`config.mk`:
```
export PLATFORM = sky130hd
export DESIGN_NAME = display_scan_ctrl
export DESIGN_NICKNAME = d
export VERILOG_FILES = /design/src/rtl/display_scan_ctrl.sv
export SDC_FILE = /design/constraint.sdc
export NUM_CORES = 1
export LEC_CHECK = 0
export BUFFER_PORTS_ARGS = -buffer_cell sky130_fd_sc_hd__clkbuf_2
export CORE_UTILIZATION = 62
export DETAILED_ROUTE_END_ITERATION = 10
export GPL_ROUTABILITY_DRIVEN = 0
export PLACE_DENSITY_LB_ADDON = 0.15
export RECOVER_POWER = 100
export SLEW_MARGIN = 20
export SYNTH_ARGS = -nofsm -noshare
export SYNTH_HDL_FRONTEND = slang
export SYNTH_SLANG_ARGS = --single-unit
export TNS_END_PERCENT = 50
```
`constraint.sdc`:
```
create_clock -name clkF -period 9.95 [get_ports clkF]
set_clock_uncertainty 0.15 [all_clocks]
set_input_delay 0.995 -clock clkF [delete_from_list [all_inputs] [get_ports clkF]]
set_output_delay 0.995 -clock clkF [all_outputs]
set_load 0.02 [all_outputs]
```
`src/rtl/display_scan_ctrl.sv`:
```
// Scan controller for an 8x8 dot matrix and a 4-digit seven-segment display.
// One prescaler drives both the row scan and the digit scan. The matrix frame
// is double-buffered and swapped only at a frame boundary, so a displayed
// frame never tears. Score digits are BCD-decoded and can blink on request.
module display_scan_ctrl #(
    parameter int SCAN_DIV     = 8192,
    parameter int BLINK_FRAMES = 64
) (
    input  logic        clkF,
    input  logic        reset,
    input  logic [63:0] frame_in,
    input  logic        frame_valid,
    output logic        frame_ready,
    input  logic [15:0] digit_in,
    input  logic        digit_load,
    input  logic        blank_en,
    output logic [2:0]  scanout,
    output logic [7:0]  segout,
    output logic [1:0]  scanout7,
    output logic [7:0]  segout7,
    output logic        frame_done
);

    localparam int CW = (SCAN_DIV > 1) ? $clog2(SCAN_DIV) : 1;
    localparam int FW = (BLINK_FRAMES > 1) ? $clog2(BLINK_FRAMES) : 1;
    localparam logic [CW-1:0] CNT_MAX  = CW'(SCAN_DIV - 1);
    localparam logic [FW-1:0] FCNT_MAX = FW'(BLINK_FRAMES - 1);

    logic [CW-1:0] r_cnt;
    logic [2:0]    r_row;
    logic [1:0]    r_dig;
    logic [63:0]   r_front;
    logic [63:0]   r_back;
    logic          r_pending;
    logic [15:0]   r_digits;
    logic [FW-1:0] r_fcnt;
    logic          r_phase;
    logic          r_frame_done;

    logic          w_tick;
    logic          w_bound;
    logic [3:0]    w_nib;
    logic [7:0]    w_seg_dec;

    assign w_tick  = (r_cnt == CNT_MAX);
    // Frame boundary: the step that takes the row from 7 back to 0.
    assign w_bound = w_tick && (r_row == 3'd7);

    // Prescaler: counts 0..SCAN_DIV-1 and wraps, one tick per scan step.
    always_ff @(posedge clkF or posedge reset) begin
        if (reset)       r_cnt <= '0;
        else if (w_tick) r_cnt <= '0;
        else             r_cnt <= r_cnt + 1'b1;
    end

    // Row and digit advance together on each tick; both wrap naturally.
    always_ff @(posedge clkF or posedge reset) begin
        if (reset) begin
            r_row <= '0;
            r_dig <= '0;
        end else if (w_tick) begin
            r_row <= r_row + 3'd1;
            r_dig <= r_dig + 2'd1;
        end
    end

    // One-cycle pulse following the row 7 -> 0 edge.
    always_ff @(posedge clkF or posedge reset) begin
        if (reset) r_frame_done <= 1'b0;
        else       r_frame_done <= w_bound;
    end

    // Double buffer: accept into back when free, promote to front at the boundary.
    // Swap needs pending and accept needs !pending, so they are exclusive.
    always_ff @(posedge clkF or posedge reset) begin
        if (reset) begin
            r_front   <= '1;
            r_back    <= '1;
            r_pending <= 1'b0;
        end else if (w_bound && r_pending) begin
            r_front   <= r_back;
            r_pending <= 1'b0;
        end else if (frame_valid && !r_pending) begin
            r_back    <= frame_in;
            r_pending <= 1'b1;
        end
    end

    // Score digits are captured whenever loaded; no handshake.
    always_ff @(posedge clkF or posedge reset) begin
        if (reset)           r_digits <= '0;
        else if (digit_load) r_digits <= digit_in;
    end

    // Blink: count frame boundaries while enabled and flip phase on each wrap.
    always_ff @(posedge clkF or posedge reset) begin
        if (reset) begin
            r_fcnt  <= '0;
            r_phase <= 1'b0;
        end else if (!blank_en) begin
            r_fcnt  <= '0;
            r_phase <= 1'b0;
        end else if (w_bound) begin
            if (r_fcnt == FCNT_MAX) begin
                r_fcnt  <= '0;
                r_phase <= ~r_phase;
            end else begin
                r_fcnt  <= r_fcnt + 1'b1;
            end
        end
    end

    // BCD to active-low segments; non-decimal codes blank the digit.
    always_comb begin
        w_nib = r_digits[{r_dig, 2'b00} +: 4];
        case (w_nib)
            4'd0:    w_seg_dec = 8'hC0;
            4'd1:    w_seg_dec = 8'hF9;
            4'd2:    w_seg_dec = 8'hA4;
            4'd3:    w_seg_dec = 8'hB0;
            4'd4:    w_seg_dec = 8'h99;
            4'd5:    w_seg_dec = 8'h92;
            4'd6:    w_seg_dec = 8'h82;
            4'd7:    w_seg_dec = 8'hF8;
            4'd8:    w_seg_dec = 8'h80;
            4'd9:    w_seg_dec = 8'h98;
            default: w_seg_dec = 8'hFF;
        endcase
    end

    assign scanout     = r_row;
    assign scanout7    = r_dig;
    assign segout      = r_front[{r_row, 3'b000} +: 8];
    assign segout7     = r_phase ? 8'hFF : w_seg_dec;
    assign frame_ready = !r_pending;
    assign frame_done  = r_frame_done;

endmodule
```
# Word-level counts from Yosys, hierarchy flattened
# Memories as Yosys holds them, arrays and structs flattened.
# Index checks and enable logic that the tools add are counted.
word_totals:
  register_bits: 171
  latch_bits: 0
  ram_bits: 0
  romBits: 112
  output_inout_bits: 23
  wordCells: 41
  memories: 1
memory_table:
  columns: ["memory", "depth", "word_bits", "read_ports", "rd_ports_with_merged_regs", "wr", "line", "source"]
  rows:
  - ["(no name shown)", 16, 7, 1, 0, 0, "116", "case (w_nib)"]
classes:
  add_sub_neg: 4
  multipliers: 0
  div_mod_pow: 0
  magnitude_cmp: 0
  eq_ne: 5
  shift: 2
  mux: 10
  n_bitwise: 2
  n_reduce_logical: 7
op_table:
  columns: ["cell", "n"]
  rows:
  - ["$shiftx A64 B7 Y8", 1]
  - ["$mux W6", 3]
  - ["$shiftx A16 B5 Y4", 1]
  - ["$add A13 B1 Y13 const B", 1]
  - ["$eq A13 B13 Y1 const B", 1]
  - ["$mux W13", 1]
  - ["$mux W8", 1]
  - ["$add A6 B1 Y6 const B", 1]
  - ["$eq A6 B6 Y1 const B", 1]
  - ["$mux W1", 5]
  - ["$ne A2 B1 Y1 const B", 2]
  - ["$reduce_and A2 Y1", 2]
  - ["$add A3 B1 Y3 const B", 1]
  - ["$eq A3 B3 Y1 const B", 1]
  - ["$logic_and A1 B1 Y1", 3]
  - ["$add A2 B1 Y2 const B", 1]
  - ["$not A1 Y1", 2]
  - ["$reduce_bool A2 Y1", 1]
  - ["$logic_not A1 Y1", 1]

# Depth between registers and ports, before layout
# Gate-level depths: netlist of the first run.
logic_depth:
  depth_word: 5
  ltp_mapped: 7
  ltp_nobuf: 6

# Worst setup path after synthesis of the first run
# No wires, ideal clock.
synth_timing:
  kind: "register to output"
  from: "reg r_dig[0], in the netlist scanout7[0]"
  to: "out segout7[0]"
  t_arrival_ns: 2.048
  required_time_ns: 8.805
  path_slack_ns: 6.757
  path_stages_with_launch: 7
  path_cell_list: "dfrtp_1 -> buf_2 -> mux4_2 -> inv_1 -> ha_1 -> mux2i_1 -> o21ai_0"
synth_via:
  elab_chain_cells: 3
synth_lines:
  columns: ["item", "line", "source"]
  rows:
  - ["start, declared", "31", "logic [1:0] r_dig;"]
  - ["start signal, assigned", "63", "r_dig <= r_dig + 2'd1;"]
  - ["$shiftx A16 B5 Y4", "115", "w_nib = r_digits[{r_dig, 2'b00} +: 4];"]
  - ["$mem_v2 Z16 W7", null, null]
  - ["$mux W8", "134", "assign segout7 = r_phase ? 8'hFF : w_seg_dec;"]
  - ["end, declared", "20", "output logic [7:0] segout7,"]
# No other way between the ends.

# Worst setup path in the final report of the first run
layout_timing:
  from: "reg r_row[0], in the netlist scanout[0]"
  to: "reg r_front[38]"
layout_via:
  elab_chain_cells: 3
layout_lines:
  columns: ["item", "line", "source"]
  rows:
  - ["start, declared", "30", "logic [2:0] r_row;"]
  - ["start signal, assigned", "62", "r_row <= r_row + 3'd1;"]
  - ["$eq A3 B3 Y1", "47", "assign w_bound = w_tick && (r_row == 3'd7);"]
  - ["$logic_and A1 B1 Y1", "47", null]
  - ["$logic_and A1 B1 Y1", "80", "end else if (w_bound && r_pending) begin"]
  - ["end signal, assigned", "81", "r_front <= r_back;"]
  - ["end, declared", "32", "logic [63:0] r_front;"]
# No other way between the ends.
# A chain may end at the register's enable or synchronous reset.

==> impl_results.md, run 1 <==
* RSZ-0062 raised after global routing: no
* Avg Synthesized Cell Area at 16.1 µm²
* Clk slew on worst S/H paths at 0.06 ns
* Peak supply drop at 0.000152 V
* Critical-path maximum fanout at 64
* Worst Max-Slew Pin Slew at 4.36 ns
* TritonCTS sink count at 171
* Hold Crit Class: reg2reg
* IO buf count at 106
* Htree depth at 4
* CORE AREA at 12100 µm²
* Setup violations, final at 0
* Cts bufs inserted at 17
* PwrDens at 165 nW/µm²
* Max Fclk at 190 MHz
* Drt first pass iters at 4
* Final hold violation count at 0
* Post-DP Area at 8400 µm²
* Worst slack, placed at 6.40 ns
* Pin count of the biggest net entering global routing at 110
* Via/cell ratio at 5.50
* Reg-to-Reg Start: scanout[0]
* Die H at 114 µm
* DRC at 0
* Hold-fix buffers, CTS at 0
* Start point of the worst min-delay path: r_cnt[0]
* Max-cap viol count at 4
* Arrival time at the worst endpoint at 5.45 ns
* #FFs+latches synth at 171
* Netlist cell types at 40
* Global route total overflow at 0
* Vias at 4227
* Slew Viols, Final at 208
* CP endpoint kind: register
* Fillers at 877
* Share of layout cells above drive strength 1 at 0.602
* Tcrit/Tclk final at 0.529
* Die X at 114 µm
* CP Launch Type: register
* Wirelength, routed at 13600 µm
* Setup ws final at 4.68 ns
* Gr usage total at 0.232
* Final setup TNS at 0 ns
* WL/cell at 17.7 µm
* Synthesized Nets at 578
* Leak Pwr at 3.86 nW
* DP HPWL at 9060 µm
* Initial Util at 0.642
* Area grow syn2layout at 11.8%
* Max clock buf depth at 2
* Nets@finish at 682
* CTS resizes at 0
* First-pass GRT wire length at 22500 µm
* Final instance area at 8690 µm²
* Sequential share of the synthesized area at 0.571
* Vias in the first global route at 4406
* Clk Latency, worst-skew pair at 0.42 ns
* Status: complete, but fails checks
* Syn. warnings at 0
* Setup Crit Path Kind: reg2reg
* Number of DRC markers in iteration 0 at 228
* CTS root buffer: clkbuf_16
* CTS tree: yes
* Standard-cell rows at 40
* Max_slew headroom at -1.92
* Worst setup path start: scanout[0]
* # diodes at 0
* Setup bufs post-CTS at 0
* Crit path required time at 10.14 ns
* Post-Syn Area at 7770 µm²
* Die area at 13000 µm²
* Post-DRT Antenna Nets at 0
* Final min period at 5.27 ns
* I/O pin count at 108
* Initial antenna violation count at 0
* Failing checks: max-capacitance violations, max-slew violations
* Cell count after synthesis at 484
==> synthesized netlist by cell type, drive strengths merged <==
library cell	number	area, µm²
mux2	154	1960
nand4	5	37.5
a22oi	1	7.51
xor2	9	78.8
nand2	16	67.6
nand2b	4	25.0
nor4	2	27.5
nor2	12	45.0
o21ai	9	45.0
xnor2	4	35.0
mux4	20	450
mux2i	7	70.1
dfrtp	43	1080
a32oi	1	8.76
inv	8	30.0
nand3	7	35.0
and3	2	12.5
nor2b	3	18.8
buf	21	144
a41oi	1	8.76
nand3b	2	15.0
ha	9	113
and4	3	26.3
a311oi	2	17.5
conb	1	3.75
o21a	1	7.51
a31oi	1	6.26
and2	1	6.26
clkbuf	4	15.0
o21bai	1	7.51
a21oi	2	10.0
dfstp	128	3360
==> flip-flops by register name, indices dropped and copies added (netlist names) <==
name        count
r_fcnt          6
scanout7        2
r_back         64
r_front        64
r_cnt          13
r_pending       1
r_phase         1
frame_done      1
scanout         3
r_digits       16
==> critical path, stage by stage (launching register included) <==
cell,delay [ns]
dfrtp_1,0.32
clkbuf_1,1.10
ha_1,0.32
ha_1,0.17
nand2_1,0.06
nor4_1,1.78
nand2_8,0.69
mux2_1,0.54
==> report_power, final <==
group | switching (W) | internal, W | total, W | leakage, nW
clock | 0.000263 | 0.000354 | 0.000617 | 0.278
combinational | 0.0000424 | 0.0000371 | 0.0000794 | 1.71
sequential | 0.0000106 | 0.000727 | 0.000738 | 1.87
==> cell usage in the layout, fill, tap and decap left out, types with 7 or more instances in the layout <==
| cell type | netlist | final |
|---|---|---|
| mux2i_1 | 7 | 7 |
| o21ai_0 | 8 | 8 |
| clkbuf_2 | 0 | 84 |
| nand2_1 | 15 | 15 |
| mux2_2 | 94 | 94 |
| clkbuf_16 | 0 | 18 |
| dfrtp_1 | 43 | 43 |
| mux2_1 | 0 | 59 |
| dfstp_2 | 128 | 128 |
| nand3_1 | 7 | 7 |
| inv_1 | 8 | 7 |
| mux4_2 | 20 | 20 |
| nor2_1 | 12 | 12 |
| xor2_1 | 9 | 9 |
| clkbuf_1 | 4 | 27 |
| ha_1 | 9 | 9 |
==> layout make-up <==
type	count	area (µm²)	area share
Clock inverter	9	62.6	0.00720
Inverter	8	31.3	0.00360
Multi-Input combinational cell	280	2920	0.337
Timing Repair Buffer	110	522	0.0601
Sequential cell	171	4440	0.511
Tap cell	168	210	0.0242
Clock buffer	23	499	0.0575
==> cells by family (layout without fill, tap and decap cells) <==
family | count (synthesis) | in the layout | share of synthesized area
compound gates | 19 | 19 | 0.0153
xor+xnor | 13 | 13 | 0.0146
fa+ha+maj | 9 | 9 | 0.0145
buf+inv | 33 | 150 | 0.0243
flops | 171 | 171 | 0.571
mux | 181 | 181 | 0.319
other cells | 1 | 1 | 0.000482
simple gates | 57 | 57 | 0.0407
==> routing by layer <==
layer,global-route usage,vias to the layer above,routed length [µm]
li1,-,1956,-
met1,0.312,2169,6080
met2,0.372,95,6890
met3,0.0638,7,526
met4,0.0675,0,97
met5,0,-,0
==> worst paths after layout <==
path	slack [ns]	endpoint	depth (start not counted)
min in group asynchronous	1.75	r_digits[14]	2
setup reg to reg	4.68	r_front[38]	7
setup / recovery	4.68	r_front[38]	7
hold reg to reg	0.34	r_cnt[0]	1
hold / removal	0.34	r_cnt[0]	1
max in group asynchronous	5.76	r_fcnt[0]	3
==> stage by stage <==
| step | util | power, W | instances | hold slack [ns] |
|---|---|---|---|---|
| after global placement | 0.694 | 0.000827 | 737 | 0.318 |
| after global routing | 0.717 | 0.00149 | 769 | 0.361 |
| after CTS | 0.740 | 0.00145 | 769 | 0.341 |
| after floorplan | - | 0.000796 | 484 | 0.298 |
| after detailed placement | 0.694 | 0.000832 | 737 | 0.333 |
| final | 0.717 | 0.00143 | 769 | 0.340 |
(Power assumes the default switching activity.)
==> run 2: changes to the inputs <==
CORE_UTILIZATION = 57   (was 62)
clock period = 5 ns   (was 9.95 ns; I/O delays follow)
==> run 2 against run 1 <==
- largest power group unchanged
- clock power grew 120%
- final area increased by 1.1%
- the run still ends with max-capacitance violations, max-slew violations left
- first-iteration DRC count shrank 32%
- non-clock buffer count grew 1
- highest routed layer unchanged
- die area increased by 8.6%
- sequential share of layout area is 0.54 points lower
- routed wire length fell by 0.28%
- global-route usage decreased by 2.1 points
- critical path depth shrank 3
==> impl_results.md, run 2 (synthesized netlist as in run 1, its figures left out) <==
* Cts bufs inserted at 17
* Tcrit/Tclk final at 0.786
* Initial antenna violation count at 0
* Initial Util at 0.585
* Reg area at 4440 µm²
* Max-cap viol count at 2
* Gr usage total at 0.211
* Endpoint, Worst Hold: r_back[2]
* Setup Crit Path Kind: reg2reg
* # diodes at 0
* Worst Max-Slew Pin Slew at 1.93 ns
* DP HPWL at 9100 µm
* Via/cell ratio at 5.39
* Fillers at 1057
* CTS root buffer: clkbuf_16
* Post-Layout Cell Count at 778
* Final setup TNS at 0 ns
* Util after Layout at 0.660
* Max clock buf depth at 2
* Status: complete, but fails checks
* Critical-path maximum fanout at 24
* Start point of the worst min-delay path: frame_in[2]
* Setup bufs post-CTS at 0
* Flop2flop setup slack at 1.07 ns
* Max Fclk at 254 MHz
* Clk Latency, worst-skew pair at 0.43 ns
* CP Launch Type: register
* Standard-cell rows at 42
* Die area at 14100 µm²
* CP bufs+invs at 2
* Leak Pwr at 3.92 nW
* WL/cell at 17.4 µm
* Final min period at 3.93 ns
* CP Cell Sequence: nor2b_1 > clkbuf_1 > buf_4 > mux2_2
* Clk slew on worst S/H paths at 0.06 ns
* CORE AREA at 13300 µm²
* Top delay family on crit path: simple AND/OR/NAND/NOR gates
* Vias at 4197
* CP max stage delay at 1.46 ns
* Worst slack, placed at 1.44 ns
* Number of DRC markers in iteration 0 at 156
* CP endpoint kind: register
* Hold path cells at 2
* Crit path required time at 5.21 ns
* Worst path slowest cell: nor2b_1
* Wirelength, routed at 13600 µm
* I/O pin count at 108
* IO buf count at 106
* Setup ws final at 1.07 ns
* Pin count of the biggest net entering global routing at 172
* Die X at 119 µm
* Post-Place Cells at 745
* Commonest cells after routing, fill and taps aside: dfstp_2, mux2_2, clkbuf_2
* First-pass GRT wire length at 22300 µm
* Vias in the first global route at 4359
* DRC at 0
* Failing checks: max-capacitance violations, max-slew violations
* Reg-to-Reg Start: r_pending
* Arrival time at the worst endpoint at 4.14 ns
* Hold Crit Class: in2reg
* CTS tree: yes
* Hold slack at 0.153 ns
* CP Depth at 4
* TritonCTS sink count at 171
* Reg-to-reg endpoint: r_back[49]
* Drt first pass iters at 5
* Global route total overflow at 0
* Htree depth at 4
* CTS resizes at 0
* Largest registers: r_back (64), r_front (64), r_digits (16)
* Setup violations, final at 0
* RSZ-0062 raised after global routing: no
* Max_slew headroom at -0.291
* Area grow syn2layout at 13.0%
* Nets@finish at 683
* Die H at 119 µm
* FF-to-FF path depth at 4
* Area of the multi-input gates at 2930 µm²
* PwrDens at 341 nW/µm²
* Share of layout cells above drive strength 1 at 0.606
* Post-DRT Antenna Nets at 0
* Slew Viols, Final at 43
* Most common cell after layout, fill and taps aside: dfstp_2
* Peak supply drop at 0.000238 V
* Hold-fix buffers, CTS at 0
* Final hold violation count at 0
[run 2: changes by cell type in the layout (fill, tap and decap cells not counted), moves of 2 or more]
cell,before,now
clkbuf_1,27,25
clkinv_4,4,1
inv_6,0,4
bufinv_16,0,3
[run 2: how the worst max path moves through the flow]
stage                   to  slack [ns]        from
2_1_floorplan   frame_done        2.27       reset
3_3_place_gp   r_front[57]        1.50  scanout[1]
3_5_place_dp    r_front[5]        1.44  scanout[1]
4_1_cts        r_front[43]        1.43  scanout[1]
5_1_grt         r_back[50]        0.74   r_pending
6_report        r_back[49]        1.07   r_pending
[run 2: final cells by class]
class / count / share of cell area
sequential: 171 / 0.506
multi-input combinational: 280 / 0.334
timing repair buffer: 111 / 0.0617
clock buffer: 19 / 0.0516
tap: 176 / 0.0251
clock inverter: 13 / 0.0185
inverter: 8 / 0.00356
[run 2: metal layers]
| metal | up-vias | wire [µm] | global-route usage |
|---|---|---|---|
| met2 | 100 | 6700 | 0.340 |
| li1 | 1959 | - | - |
| met5 | - | 0 | 0 |
| met3 | 13 | 641 | 0.0671 |
| met4 | 0 | 159 | 0.0728 |
| met1 | 2125 | 6050 | 0.269 |
[run 2: power by group]
part           internal, W  switching, W  total, W
Combinational    0.0000750     0.0000840  0.000159
Clock             0.000817      0.000547   0.00136
Sequential         0.00145     0.0000199   0.00147
Total              0.00234      0.000651   0.00299
[run 2: per-stage QoR]
stage | total power, W | instance area [µm²]
3_3_place_gp | 0.00165 | 8430
3_5_place_dp | 0.00166 | 8430
6_report | 0.00299 | 8780
2_1_floorplan | 0.00159 | 7780
4_1_cts | 0.00303 | 9040
5_1_grt | 0.00310 | 8780
==> run 3: changes to the inputs <==
ABC_AREA = 1   (was not set)
CORE_UTILIZATION = 58   (was 57)
clock period = 3.7 ns   (was 5 ns; I/O delays follow)
==> run 3 against run 2 <==
- the flow still finishes with violations (max-capacitance violations, max-slew violations)
- combinational power rose by 66%
- critical path depth rose by 3
- worst setup slack got worse by 0.54 ns
- synthesized cell count rose by 58%
- routed wire length rose by 17%
- clock-buffer cell count rose by 6
- cell count rose by 35%
- sequential power rose by 43%
- critical endpoint is now r_front[31]
==> impl_results.md, run 3 <==
* IO buf count at 106
* Area grow syn2layout at 13.7%
* Setup bufs post-CTS at 0
* Synthesized Nets at 859
* Hold-fix buffers, CTS at 0
* Cell count after synthesis at 765
* Post-synth ARST share at 1.00
* Die X at 118 µm
* Area share of fa/ha/maj cells after synthesis at 0.0144
* Number of synthesized flops with an enable pin at 0
* Wirelength, routed at 15800 µm
* RSZ-0062 raised after global routing: no
* CP endpoint kind: register
* CP Launch Type: register
* Vias at 5516
* Leading area contributor after synthesis: dfstp_2
* DP HPWL at 11200 µm
* Pin count of the biggest net entering global routing at 75
* Htree depth at 4
* Largest family of logic cells by synthesized area: simple AND/OR/NAND/NOR gates
* Crit path required time at 3.91 ns
* Die area at 14000 µm²
* Max_slew headroom at -0.235
* Failing checks: max-capacitance violations, max-slew violations
* Peak supply drop at 0.000308 V
* Arrival time at the worst endpoint at 3.38 ns
* Post-synth top cells: nand2_1, dfstp_2, mux2_2, o21ai_0, inv_1
* Final min period at 3.17 ns
* Mux cell area share after synthesis at 0.109
* Setup Crit Path Kind: reg2reg
* Max Fclk at 315 MHz
* PwrDens at 463 nW/µm²
* TritonCTS sink count at 171
* Tcrit/Tclk final at 0.857
* WL/cell at 15.0 µm
* Largest registers: r_back (64), r_front (64), r_digits (16)
* Worst slack, placed at 1.18 ns
* Max-cap viol count at 2
* Clk slew on worst S/H paths at 0.06 ns
* Post-DRT Antenna Nets at 0
* Sequential share of the synthesized area at 0.566
* Status: complete, but fails checks
* Setup violations, final at 0
* Global route total overflow at 0
* #FFs+latches synth at 171
* CTS resizes at 0
* CTS tree: yes
* Flop2flop setup slack at 0.53 ns
* Die H at 118 µm
* Top FF cell, synth: dfstp_2
* Top-area cell type share of the netlist area at 0.429
* Vias in the first global route at 5608
* Most common cell after layout, fill and taps aside: nand2_1
* Worst Max-Slew Pin Slew at 1.85 ns
* Standard-cell rows at 42
* Number of DRC markers in iteration 0 at 283
* Setup ws final at 0.529 ns
* Post-synthesis simple-gate area fraction at 0.147
* Netlist cell types at 33
* Fillers at 1049
* Final hold violation count at 0
* DRC at 0
* Avg Synthesized Cell Area at 10.3 µm²
* Gr usage total at 0.244
* Final setup TNS at 0 ns
* Via/cell ratio at 5.24
* Nets@finish at 957
* Cts bufs inserted at 17
* Area contributors post-synth: dfstp_2, dfrtp_1, mux2_2, nand2_1, o21ai_0
* Max clock buf depth at 2
* Share of layout cells above drive strength 1 at 0.387
* First-pass GRT wire length at 26900 µm
* Critical-path maximum fanout at 21
* Commonest cells after routing, fill and taps aside: nand2_1, dfstp_2, clkbuf_2
* Most common cell in the synthesized netlist: nand2_1
* # diodes at 0
* Drt first pass iters at 4
* CTS root buffer: clkbuf_16
* I/O pin count at 108
* Syn. warnings at 0
* Slew Viols, Final at 112
* Clk Latency, worst-skew pair at 0.43 ns
* Post-Syn Area at 7850 µm²
* Synth Area in Compound Gates at 0.0919
* Leak Pwr at 4.01 nW
* XOR/XNOR Fraction of Synth Area at 0.0112
* Initial Util at 0.592
* Hold Crit Class: in2reg
* Initial antenna violation count at 0
* CORE AREA at 13200 µm²
==> run 3: cell types whose count changed after synthesis, sizes merged, moves of 5 or more <==
cell	before	now
o21ai	9	76
inv	8	62
mux4	20	0
nand4	5	0
nor3	0	6
mux2	154	76
clkbuf	4	13
mux2i	7	0
nor2	12	27
a21oi	2	38
nand3	7	29
o21a	1	8
nand2	16	208
==> run 3: final cells by class <==
class,instances,area (µm²),area share
sequential,171,4440,0.498
multi-input combinational,494,2850,0.320
timing repair buffer,116,568,0.0637
clock buffer,25,528,0.0592
inverter,63,238,0.0267
tap,176,220,0.0247
clock inverter,7,73.8,0.00828
==> run 3: kinds of logic after synthesis <==
group	Yosys count
buffers and inverters	100
and+or+nand+nor	272
muxes	76
adders and majority gates	9
xor gates and xnor gates	10
DFF	171
AOI/OAI and AO/OA	126
other	1
==> run 3: critical path, stage by stage, from the launching register on <==
cell and delay, ns:
dfrtp_1 0.76, ha_1 0.27, ha_1 0.16, nand3_1 0.25, nor2_1 0.77, clkbuf_2 0.50
nand2_1 0.15, nand2_1 0.10
==> run 3: power by group <==
group / leakage [nW] / internal, W / total, W / switching [W]
logic: 1.84 / 0.000124 / 0.000264 / 0.000140
registers: 1.88 / 0.00204 / 0.00210 / 0.0000598
clock network: 0.295 / 0.00107 / 0.00177 / 0.000706
total: 4.01 / 0.00323 / 0.00413 / 0.000906
==> run 3: per-stage QoR <==
step	power [W]	instance area [µm²]	hold WS, ns	cells	util
final	0.00413	8920	0.0189	1052	0.673
after CTS	0.00419	9070	0.0131	1050	0.685
after floorplan	0.00228	7850	0.283	765	-
after detailed placement	0.00240	8470	0.301	1018	0.639
after global placement	0.00238	8470	0.294	1018	0.639
after global routing	0.00430	8920	0.0136	1052	0.673
==> run 3: worst paths after layout <==
check	start	to	cells past startpoint
min in group asynchronous	reset	scanout[1]	3
max in group asynchronous	reset	scanout[0]	4
max reg2reg	scanout[1]	r_front[31]	7
max	scanout[1]	r_front[31]	7
min reg2reg	r_cnt[0]	r_cnt[0]	1
min	frame_in[53]	r_back[53]	2
==> run 3: per-layer routing <==
| metal | GRT usage | wire (µm) | vias up |
|---|---|---|---|
| met2 | 0.391 | 7860 | 112 |
| met4 | 0.104 | 233 | 0 |
| met1 | 0.326 | 7170 | 2707 |
| li1 | - | - | 2676 |
| met3 | 0.0478 | 530 | 21 |
| met5 | 0 | 0 | - |
